===== config.mk =====
export PLATFORM = sky130hd
export DESIGN_NAME = mem_port_arbiter_flat
export DESIGN_NICKNAME = d
export VERILOG_FILES = /design/src/rtl/mem_port_arbiter_if.sv /design/src/rtl/mem_port_arbiter.sv /design/src/flat_wrapper.sv
export SDC_FILE = /design/constraint.sdc
export NUM_CORES = 1
export LEC_CHECK = 0
export ABC_AREA = 1
export BUFFER_PORTS_ARGS = -buffer_cell sky130_fd_sc_hd__buf_2
export CORE_MARGIN = 5
export CORE_UTILIZATION = 44
export DETAILED_ROUTE_END_ITERATION = 7
export PLACE_DENSITY = 0.86
export SKIP_LAST_GASP = 1
export SLEW_MARGIN = 20
export SYNTH_ARGS = -nofsm -noshare
export SYNTH_HDL_FRONTEND = slang
export SYNTH_SLANG_ARGS = --single-unit

===== constraint.sdc =====
create_clock -name i_clk -period 1.7 [get_ports i_clk]
set_input_delay 0.255 -clock i_clk [delete_from_list [all_inputs] [get_ports i_clk]]
set_output_delay 0.255 -clock i_clk [all_outputs]
set_load 0.03 [all_outputs]

===== src/rtl/mem_port_arbiter_if.sv =====
// Bundle shared by the fetch port, the data port and the main-memory port.
// The arbiter takes the slave view; requesters and memory take the master view.
interface mem_port_arbiter_if;
   logic        i_read;
   logic [31:0] i_address;
   logic [31:0] i_readdata;
   logic        i_busywait;

   logic        d_read;
   logic        d_write;
   logic [31:0] d_address;
   logic [31:0] d_writedata;
   logic [3:0]  d_byteen;
   logic [31:0] d_readdata;
   logic        d_busywait;

   logic        m_read;
   logic        m_write;
   logic [31:0] m_address;
   logic [31:0] m_writedata;
   logic [3:0]  m_byteen;
   logic [31:0] m_readdata;
   logic        m_ready;
   logic        bus_error;

   modport slave (
      input  i_read, i_address, d_read, d_write, d_address, d_writedata, d_byteen,
             m_readdata, m_ready,
      output i_readdata, i_busywait, d_readdata, d_busywait,
             m_read, m_write, m_address, m_writedata, m_byteen, bus_error
   );

   modport master (
      output i_read, i_address, d_read, d_write, d_address, d_writedata, d_byteen,
             m_readdata, m_ready,
      input  i_readdata, i_busywait, d_readdata, d_busywait,
             m_read, m_write, m_address, m_writedata, m_byteen, bus_error
   );
endinterface


===== src/rtl/mem_port_arbiter.sv =====
// Shares one main-memory port between instruction fetch and data access,
// round-robin on ties, with a per-grant timeout that aborts stuck transfers.
module mem_port_arbiter #(
   parameter int unsigned TIMEOUT_CYCLES = 255
) (
   input  logic               i_clk,
   input  logic               i_rst_n,
   mem_port_arbiter_if.slave  io_bus
);

   typedef enum logic [1:0] {S_IDLE, S_GRANT_I, S_GRANT_D, S_RESP} state_t;

   localparam logic [15:0] LP_LAST = 16'(TIMEOUT_CYCLES - 1);

   state_t      r_state;
   logic        r_owner;
   logic [15:0] r_count;
   logic        r_err;
   logic        r_m_read;
   logic        r_m_write;
   logic [31:0] r_m_address;
   logic [31:0] r_m_writedata;
   logic [3:0]  r_m_byteen;
   logic [31:0] r_i_readdata;
   logic [31:0] r_d_readdata;

   logic        w_i_req;
   logic        w_d_req;
   logic        w_grant_d;
   logic        w_in_resp;
   logic        w_timeout;

   assign w_i_req   = io_bus.i_read;
   assign w_d_req   = io_bus.d_read | io_bus.d_write;
   // On a tie the port that did not win last time gets the memory.
   assign w_grant_d = w_d_req & (~w_i_req | ~r_owner);
   assign w_in_resp = (r_state == S_RESP);
   assign w_timeout = (r_count == LP_LAST);

   always_ff @(posedge i_clk or negedge i_rst_n) begin
      if (!i_rst_n) begin
         r_state       <= S_IDLE;
         r_owner       <= 1'b0;
         r_count       <= 16'd0;
         r_err         <= 1'b0;
         r_m_read      <= 1'b0;
         r_m_write     <= 1'b0;
         r_m_address   <= 32'd0;
         r_m_writedata <= 32'd0;
         r_m_byteen    <= 4'd0;
         r_i_readdata  <= 32'd0;
         r_d_readdata  <= 32'd0;
      end else begin
         case (r_state)
            S_IDLE: begin
               if (w_grant_d) begin
                  r_state       <= S_GRANT_D;
                  r_owner       <= 1'b1;
                  r_m_read      <= io_bus.d_read & ~io_bus.d_write;
                  r_m_write     <= io_bus.d_write;
                  r_m_address   <= io_bus.d_address;
                  r_m_writedata <= io_bus.d_writedata;
                  r_m_byteen    <= io_bus.d_byteen;
               end else if (w_i_req) begin
                  r_state       <= S_GRANT_I;
                  r_owner       <= 1'b0;
                  r_m_read      <= 1'b1;
                  r_m_write     <= 1'b0;
                  r_m_address   <= io_bus.i_address;
                  r_m_writedata <= 32'd0;
                  r_m_byteen    <= 4'hF;
               end
            end
            S_GRANT_I, S_GRANT_D: begin
               // A completion in the last allowed cycle still counts as success.
               if (io_bus.m_ready) begin
                  if (r_state == S_GRANT_D) r_d_readdata <= io_bus.m_readdata;
                  else                      r_i_readdata <= io_bus.m_readdata;
                  r_m_read  <= 1'b0;
                  r_m_write <= 1'b0;
                  r_state   <= S_RESP;
               end else if (w_timeout) begin
                  if (r_state == S_GRANT_D) r_d_readdata <= 32'd0;
                  else                      r_i_readdata <= 32'd0;
                  r_err     <= 1'b1;
                  r_m_read  <= 1'b0;
                  r_m_write <= 1'b0;
                  r_state   <= S_RESP;
               end else begin
                  r_count <= r_count + 16'd1;
               end
            end
            S_RESP: begin
               r_state <= S_IDLE;
               r_count <= 16'd0;
               r_err   <= 1'b0;
            end
            default: r_state <= S_IDLE;
         endcase
      end
   end

   assign io_bus.i_busywait  = w_i_req & ~(w_in_resp & ~r_owner);
   assign io_bus.d_busywait  = w_d_req & ~(w_in_resp & r_owner);
   assign io_bus.i_readdata  = r_i_readdata;
   assign io_bus.d_readdata  = r_d_readdata;
   assign io_bus.m_read      = r_m_read;
   assign io_bus.m_write     = r_m_write;
   assign io_bus.m_address   = r_m_address;
   assign io_bus.m_writedata = r_m_writedata;
   assign io_bus.m_byteen    = r_m_byteen;
   // The error flag is only ever set on entry to RESP, so it is a one-cycle pulse.
   assign io_bus.bus_error   = r_err;

endmodule

===== src/flat_wrapper.sv =====
// flat-port wrapper written by rule: the top's interface ports become plain ports
module mem_port_arbiter_flat 
#(
   parameter int unsigned TIMEOUT_CYCLES = 255
)
  (i_clk, i_rst_n, io_bus_i_read, io_bus_i_address, io_bus_d_read, io_bus_d_write, io_bus_d_address, io_bus_d_writedata, io_bus_d_byteen, io_bus_m_readdata, io_bus_m_ready, io_bus_i_readdata, io_bus_i_busywait, io_bus_d_readdata, io_bus_d_busywait, io_bus_m_read, io_bus_m_write, io_bus_m_address, io_bus_m_writedata, io_bus_m_byteen, io_bus_bus_error);
  mem_port_arbiter_if io_bus_i ();
  input  logic i_clk;
  input  logic i_rst_n;
  input wire logic [$bits(io_bus_i.i_read)-1:0] io_bus_i_read;
  input wire logic [$bits(io_bus_i.i_address)-1:0] io_bus_i_address;
  input wire logic [$bits(io_bus_i.d_read)-1:0] io_bus_d_read;
  input wire logic [$bits(io_bus_i.d_write)-1:0] io_bus_d_write;
  input wire logic [$bits(io_bus_i.d_address)-1:0] io_bus_d_address;
  input wire logic [$bits(io_bus_i.d_writedata)-1:0] io_bus_d_writedata;
  input wire logic [$bits(io_bus_i.d_byteen)-1:0] io_bus_d_byteen;
  input wire logic [$bits(io_bus_i.m_readdata)-1:0] io_bus_m_readdata;
  input wire logic [$bits(io_bus_i.m_ready)-1:0] io_bus_m_ready;
  output wire logic [$bits(io_bus_i.i_readdata)-1:0] io_bus_i_readdata;
  output wire logic [$bits(io_bus_i.i_busywait)-1:0] io_bus_i_busywait;
  output wire logic [$bits(io_bus_i.d_readdata)-1:0] io_bus_d_readdata;
  output wire logic [$bits(io_bus_i.d_busywait)-1:0] io_bus_d_busywait;
  output wire logic [$bits(io_bus_i.m_read)-1:0] io_bus_m_read;
  output wire logic [$bits(io_bus_i.m_write)-1:0] io_bus_m_write;
  output wire logic [$bits(io_bus_i.m_address)-1:0] io_bus_m_address;
  output wire logic [$bits(io_bus_i.m_writedata)-1:0] io_bus_m_writedata;
  output wire logic [$bits(io_bus_i.m_byteen)-1:0] io_bus_m_byteen;
  output wire logic [$bits(io_bus_i.bus_error)-1:0] io_bus_bus_error;
  assign io_bus_i.i_read = io_bus_i_read;
  assign io_bus_i.i_address = io_bus_i_address;
  assign io_bus_i.d_read = io_bus_d_read;
  assign io_bus_i.d_write = io_bus_d_write;
  assign io_bus_i.d_address = io_bus_d_address;
  assign io_bus_i.d_writedata = io_bus_d_writedata;
  assign io_bus_i.d_byteen = io_bus_d_byteen;
  assign io_bus_i.m_readdata = io_bus_m_readdata;
  assign io_bus_i.m_ready = io_bus_m_ready;
  assign io_bus_i_readdata = io_bus_i.i_readdata;
  assign io_bus_i_busywait = io_bus_i.i_busywait;
  assign io_bus_d_readdata = io_bus_i.d_readdata;
  assign io_bus_d_busywait = io_bus_i.d_busywait;
  assign io_bus_m_read = io_bus_i.m_read;
  assign io_bus_m_write = io_bus_i.m_write;
  assign io_bus_m_address = io_bus_i.m_address;
  assign io_bus_m_writedata = io_bus_i.m_writedata;
  assign io_bus_m_byteen = io_bus_i.m_byteen;
  assign io_bus_bus_error = io_bus_i.bus_error;
  mem_port_arbiter #(.TIMEOUT_CYCLES(TIMEOUT_CYCLES)) u_core (.i_clk(i_clk), .i_rst_n(i_rst_n), .io_bus(io_bus_i));
endmodule

==> metrics.cfg, run 1 <==
[timing]
final_hold_vio_count=0
timing.clock.skew_ns=0.00882
grt_setup_unrepaired=yes
fin_crit_ns=1.68
final-setup-viol-count=0
worstMarginPinSlew_ns=0.657
worst_hold_slack_ns=0.0543
totalNegativeSetupSlack_ns=0
max_transition_margin_pct=56.2
maxSlewViolCount=0
fmax_mhz=594
layout_worst_path_cycle_share_pct=99.0

[setup_path]
worst_r2r_endpoint=u_core.io_bus.m_writedata[15]
crit_path_max_fanout=3
cp_data_arrival_time_ns=1.43
reg2reg_setup_slack_ns=0.02
critical_path_class=flop to output pin
ff2ff_path_depth=7
setup.worst_path.end_class=output pin
cp.required_ns=1.44
r2r_startpoint=u_core.r_state[0]
crit_path_start_kind=flop

[place]
placedCellCount=1228
port_buffers=274
place.gp.congestion=0.895
post-dp-hpwl_mm=14.5
dpl-instance-area_um2=8620

[layout]
multi_input_area_um2=2790
stdcell_area_um2=9510
final_cell_count_no_fill=1270
antenna-diode-count=0
synthToLayoutAreaGrowth_pct=37.4
drive_above_1_share_pct=36.0
final_net_count=1191
final-seq-area_um2=3850
fill_cells=1260

[drt]
wirelength_mm=21.1
drt_drc_violations_left=0
initial_drc_count=430
number_of_search_and_repair_iterations_in_the_first_detailed_routing_pass=5
route.detailed.wl_per_inst_um=16.6
drt-vias-per-instance=5.31
via_count=6739
final_antenna_net_count=0

[power]
power_density_nw_per_um2=2160
finalPower_mw=20.6
p_leak_nw=4.98
irDropWorstVdd_v=0.00124

[floorplan]
die_area_um2=18300
core_region_area_um2=15300
std_cell_rows=45
floorplan.initialDensity_pct=45.2
die_x_um=135
pin_count=275
die_height_um=135

[synth]
synth-seq-cells=154
post_synth_main_area_contributors=sky130_fd_sc_hd__dfrtp_1 56%, sky130_fd_sc_hd__nand2_1 12%, sky130_fd_sc_hd__nand4_1 6.6%
synth.yosys.seq_area_share_pct=55.7
synth_top_cells_by_count=213 x sky130_fd_sc_hd__nand2_1, 154 x sky130_fd_sc_hd__dfrtp_1, 84 x sky130_fd_sc_hd__o21ai_0
synth-async-reset-ratio_pct=100
synthMostInstantiatedCell=sky130_fd_sc_hd__nand2_1
postSynthCellCount=766
post_synth.cell_area_avg_um2=9.03
yosysTopAreaCell=sky130_fd_sc_hd__dfrtp_1
synth-edff-count=0
synth_top_area_share_pct=55.7
post_synth_num_cell_types=30
postSynth.topFlopCell=sky130_fd_sc_hd__dfrtp_1
synthesized_netlist_net_count=910
synth-warning-count=0
synthesis.area_um2=6920

[cts]
clkSlewWorstSetupHoldPaths_ns=0.06
cts-root-to-sink-buffers=2
clock_insertion_delay_worst_skew_ns=0.42
cts-buffers-inserted=17
ctsRootBufferMaster=sky130_fd_sc_hd__clkbuf_16
cts_tree=done
clock_tree.htree_level_count=4
cts.sink_count=154

[worst_hold_path]
hold_path_class=primary input to flop
hold_path_startpoint=io_bus_d_writedata[30]
hold_path_end=u_core.io_bus.m_writedata[30]
timing.hold.worst_path_depth=2

[status]
status=completed

[global_route]
wire_length_of_the_first_global_routing_pass_mm=31.9
grt-ovfl-total=0
first_global_vias=6578
antenna_found_initial=2
grt_max_degree=66
grt_usage_pct=21.7

[job]
timing.max_cap.violations=0

cell usage in the layout (no fill, tap or decap), types with 5 or more instances in the layout:
cell type / count
sky130_fd_sc_hd__buf_2: 271
sky130_fd_sc_hd__nand2_1: 210
sky130_fd_sc_hd__dfrtp_1: 154
sky130_fd_sc_hd__o21ai_0: 83
sky130_fd_sc_hd__nand4_1: 73
sky130_fd_sc_hd__nor2_1: 58
sky130_fd_sc_hd__a22o_1: 32
sky130_fd_sc_hd__inv_1: 26
sky130_fd_sc_hd__nand3_1: 25
sky130_fd_sc_hd__clkbuf_16: 19
sky130_fd_sc_hd__buf_4: 18
sky130_fd_sc_hd__nand2_2: 13
sky130_fd_sc_hd__buf_12: 12
sky130_fd_sc_hd__buf_6: 6
sky130_fd_sc_hd__nor2_2: 5
worst max path at each step:
stage | start | end | slack, ns | cells after the start
after floorplan | u_core.r_state[1] | u_core.r_count[6] | 0.02 | 8
after global placement | u_core.r_state[0] | u_core.r_count[11] | -0.01 | 6
after detailed placement | u_core.r_state[0] | u_core.r_count[11] | -0.12 | 6
after CTS | u_core.r_state[1] | io_bus_i_busywait | -0.07 | 4
after global routing | u_core.r_state[0] | u_core.r_count[1] | -0.07 | 7
final | u_core.r_state[1] | io_bus_d_busywait | 0.02 | 4
what timing repair did:
item                       CTS  global route
cloned                       1             3
setup buffers                0             6
resized for setup           11            20
pin swaps                    1             9
hold endpoints to repair    34             0
hold buffers                 1             0
setup endpoints to repair   20           100
per-layer routing:
metal  up-vias  track usage (%)  share of wire [%]
met5         -                0               0.13
met4         4             7.17                1.9
met3        37             6.20                9.8
met2       339             36.3                 48
met1      3192             27.3                 40
li1       3167                -                  -
registers in the layout (all words and copies together) (netlist names):
| register | cells |
|---|---|
| u_core.io_bus.m_address | 32 |
| u_core.io_bus.d_readdata | 32 |
| u_core.io_bus.bus_error | 1 |
| u_core.io_bus.i_readdata | 32 |
| u_core.r_count | 16 |
| u_core.io_bus.m_writedata | 32 |
| u_core.io_bus.m_write | 1 |
| u_core.io_bus.m_byteen | 4 |
| u_core.io_bus.m_read | 1 |
| u_core.r_owner | 1 |
| u_core.r_state | 2 |
metrics by stage:
stage / utilization, % / setup slack, ns
after detailed placement: 56.3 / -0.117
final: 62.1 / 0.0163
after CTS: 60.6 / -0.0745
after global placement: 56.3 / -0.0125
after global routing: 62.1 / -0.0697
after floorplan: - / 0.0244
cell families (layout without fill, tap and decap cells):
family,Yosys count,in the layout,synth area share [%]
AO/OA/AOI/OAI,129,130,11.8
XOR/XNOR,3,3,0.380
AND/OR/NAND/NOR,393,393,25.4
flip-flops,154,154,55.7
buffers and inverters,81,373,5.64
adder cells (fa/ha/maj),6,6,1.09
worst max-delay path, cell delays in order, from the launching register on:
cell and delay, ns:
sky130_fd_sc_hd__dfrtp_1 0.40, sky130_fd_sc_hd__buf_6 0.13, sky130_fd_sc_hd__ha_4 0.17, sky130_fd_sc_hd__a21oi_2 0.15, sky130_fd_sc_hd__buf_6 0.15
report_power, final:
group	leakage, nW	internal [mW]	switching [mW]
sequential	1.94	5.23	0.879
clock	0.303	2.35	1.59
combinational	2.74	3.34	7.19
total	4.98	10.9	9.66
cell type report:
type	count	share of cell area, %
timing repair buffer	311	19.7
clock inverter	14	1.97
sequential	154	40.5
inverter	31	1.22
clock buffer	17	4.47
multi-input combinational	532	29.3
tap	211	2.78
Note: power is estimated with default switching activity, not from simulation.
==> inputs of run 2 (changes only) <==
--- a/config.mk
+++ b/config.mk
@@ -10,7 +10,9 @@
 export CORE_MARGIN = 5
 export CORE_UTILIZATION = 44
 export DETAILED_ROUTE_END_ITERATION = 7
+export GPL_ROUTABILITY_DRIVEN = 0
 export PLACE_DENSITY = 0.86
+export REMOVE_ABC_BUFFERS = 1
 export SKIP_LAST_GASP = 1
 export SLEW_MARGIN = 20
 export SYNTH_ARGS = -nofsm -noshare
==> run 2 against run 1 <==
Effect of this change: clock-buffer cell count grew 1; critical path depth is the same; register-to-register slack gained 0.04 ns; worst hold slack gained 0.0044 ns; maximum frequency grew 1.9%; sequential share of layout area grew 0.27 points; global-route usage is essentially flat; non-clock buffer count grew 1; critical path type unchanged.
==> metrics.cfg, run 2 (synthesis gave the netlist of run 1 again) <==
[status]
status=completed

[place]
placedCellCount=1233  ; +0.41%
dpl-instance-area_um2=8670  ; +0.58%
post-place-ws_ns=-0.110  ; +0.00717 ns
post-dp-hpwl_mm=14.6  ; +0.52%
port_buffers=274  ; unchanged

[floorplan]
die_x_um=135  ; unchanged
pin_count=275  ; unchanged
floorplan.initialDensity_pct=45.2  ; unchanged
std_cell_rows=45  ; unchanged
die_height_um=135  ; unchanged
core_region_area_um2=15300  ; unchanged
die_area_um2=18300  ; unchanged

[timing]
final-setup-viol-count=0  ; unchanged
fin_crit_ns=1.65  ; -0.0310 ns
fmax_mhz=605  ; +1.9%
grt_setup_unrepaired=yes
final_worst_path_setup_slack_ns=0.0474  ; +0.0310 ns
final_hold_vio_count=0  ; unchanged
layout_worst_path_cycle_share_pct=97.2  ; -1.8 points
worst_hold_slack_ns=0.0586  ; +0.00439 ns
maxSlewViolCount=0  ; unchanged
max_transition_margin_pct=70.9  ; +15 points
worstMarginPinSlew_ns=0.436  ; -0.221 ns
timing.clock.skew_ns=0.00976  ; +0.000936 ns
totalNegativeSetupSlack_ns=0  ; unchanged

[cts]
cts-root-to-sink-buffers=2  ; unchanged
clock_insertion_delay_worst_skew_ns=0.42  ; about the same
cts_tree=done
cts.sink_count=154  ; unchanged
cts-buffers-inserted=17  ; unchanged
ctsRootBufferMaster=sky130_fd_sc_hd__clkbuf_16
clock_tree.htree_level_count=4  ; unchanged
clkSlewWorstSetupHoldPaths_ns=0.06  ; about the same

[layout]
drive_above_1_share_pct=35.7  ; -0.26 points
stdcell_area_um2=9440  ; -0.67%
most_common_cell_after_layout_fill_and_taps_aside=sky130_fd_sc_hd__buf_2
final_cell_count_no_fill=1272  ; +0.16%
layout_common_cells=271 x sky130_fd_sc_hd__buf_2, 212 x sky130_fd_sc_hd__nand2_1, 154 x sky130_fd_sc_hd__dfrtp_1
synthToLayoutAreaGrowth_pct=36.5
antenna-diode-count=0  ; unchanged
final_net_count=1192  ; +0.084%
fill_cells=1249  ; -0.87%

[drt]
number_of_search_and_repair_iterations_in_the_first_detailed_routing_pass=5  ; unchanged
drt-vias-per-instance=5.24  ; -1.2%
drt_drc_violations_left=0  ; unchanged
initial_drc_count=436  ; +1.4%
route.detailed.wl_per_inst_um=16.0  ; -3.3%
final_antenna_net_count=0  ; unchanged
via_count=6670  ; -1.0%
wirelength_mm=20.4  ; -3.2%

[power]
power_density_nw_per_um2=2140  ; -1.0%
p_leak_nw=4.96  ; -0.37%
irDropWorstVdd_v=0.00126  ; +2.2%

[global_route]
antenna_found_initial=0  ; -2
first_global_vias=6486  ; -1.4%
wire_length_of_the_first_global_routing_pass_mm=32.2  ; +0.80%
grt-ovfl-total=0  ; unchanged
grt_usage_pct=21.8  ; +0.034 points
grt_max_degree=66  ; unchanged

[worst_hold_path]
hold_path_class=primary input to flop

[setup_path]
crit_path_start_kind=flop
cp.required_ns=1.44  ; about the same
max_stage_delay_ns=0.37  ; -0.03 ns
cp_data_arrival_time_ns=1.40  ; -0.03 ns
cp_cell_sequence=buf_4, ha_4, o21ai_2, buf_6
crit_path_max_fanout=4  ; +1
critical_path_class=flop to output pin
critical-path-slowest-cell=sky130_fd_sc_hd__dfrtp_1
setup.worst_path.end_class=output pin

[job]
timing.max_cap.violations=0  ; unchanged

## run 2: cell count changes in the layout (fill, tap and decap cells not counted), sizes merged
cell / previous run / this run
buf: 308 / 310
bufinv: 3 / 2
clkinv: 6 / 5
clkinvlp: 0 / 2
## run 2: repair_timing
| action | CTS | global route |
|---|---|---|
| hold buffers | 1 | 0 |
| resized for setup | 9 | 13 |
| gates cloned | 1 | 1 |
| buffers inserted | 0 | 4 |
| endpoints found under the hold margin | 38 | 0 |
| pin swaps | 2 | 5 |
| setup endpoints to repair | 18 | 121 |
## run 2: layer usage
metal	wire (µm)	track usage, %
met1	7970	27.1
met2	9960	36.6
met3	2100	7.06
met4	367	5.99
met5	0	0
## run 2: power breakdown
part / switching (mW) / internal [mW] / total [mW]
clock network: 1.56 / 2.24 / 3.80
logic: 7.04 / 3.29 / 10.3
registers: 0.867 / 5.23 / 6.10
total: 9.47 / 10.8 / 20.2
## run 2: final timing paths
path | from | end | slack [ns] | depth (start not counted)
min in group asynchronous | i_rst_n | u_core.io_bus.m_address[3] | 0.33 | 2
hold reg to reg | u_core.io_bus.d_readdata[0] | u_core.io_bus.d_readdata[0] | 0.47 | 2
setup / recovery | u_core.r_state[1] | io_bus_i_busywait | 0.05 | 4
hold / removal | io_bus_d_writedata[0] | u_core.io_bus.m_writedata[0] | 0.06 | 2
max in group asynchronous | i_rst_n | u_core.r_count[7] | 0.77 | 3
setup reg to reg | u_core.r_count[7] | u_core.io_bus.d_readdata[23] | 0.06 | 10
## run 2: layout make-up
cell class	instances	area (µm²)	area share, %
multi-input cells	532	2740	29.0
repair buffers	312	1870	19.8
clock inverters	14	160	1.70
flip-flops and latches	154	3850	40.8
well taps	211	264	2.80
clock buffers	18	439	4.65
inverters	31	116	1.23
## run 2: critical path: cells and delay by family, from the launching register on
| family | cells | cell delay [ns] |
|---|---|---|
| buffers and inverters | 2 | 0.30 |
| adder cells (fa/ha/maj) | 1 | 0.17 |
| flip-flops | 1 | 0.37 |
| AO/OA/AOI/OAI | 1 | 0.13 |
## run 2: metrics by stage
stage                     power (mW)  utilization, %
after global placement          15.7            56.6
after CTS                       20.0            60.8
after detailed placement        16.0            56.6
after global routing            21.5            61.7
final                           20.2            61.7
after floorplan                 12.2               -
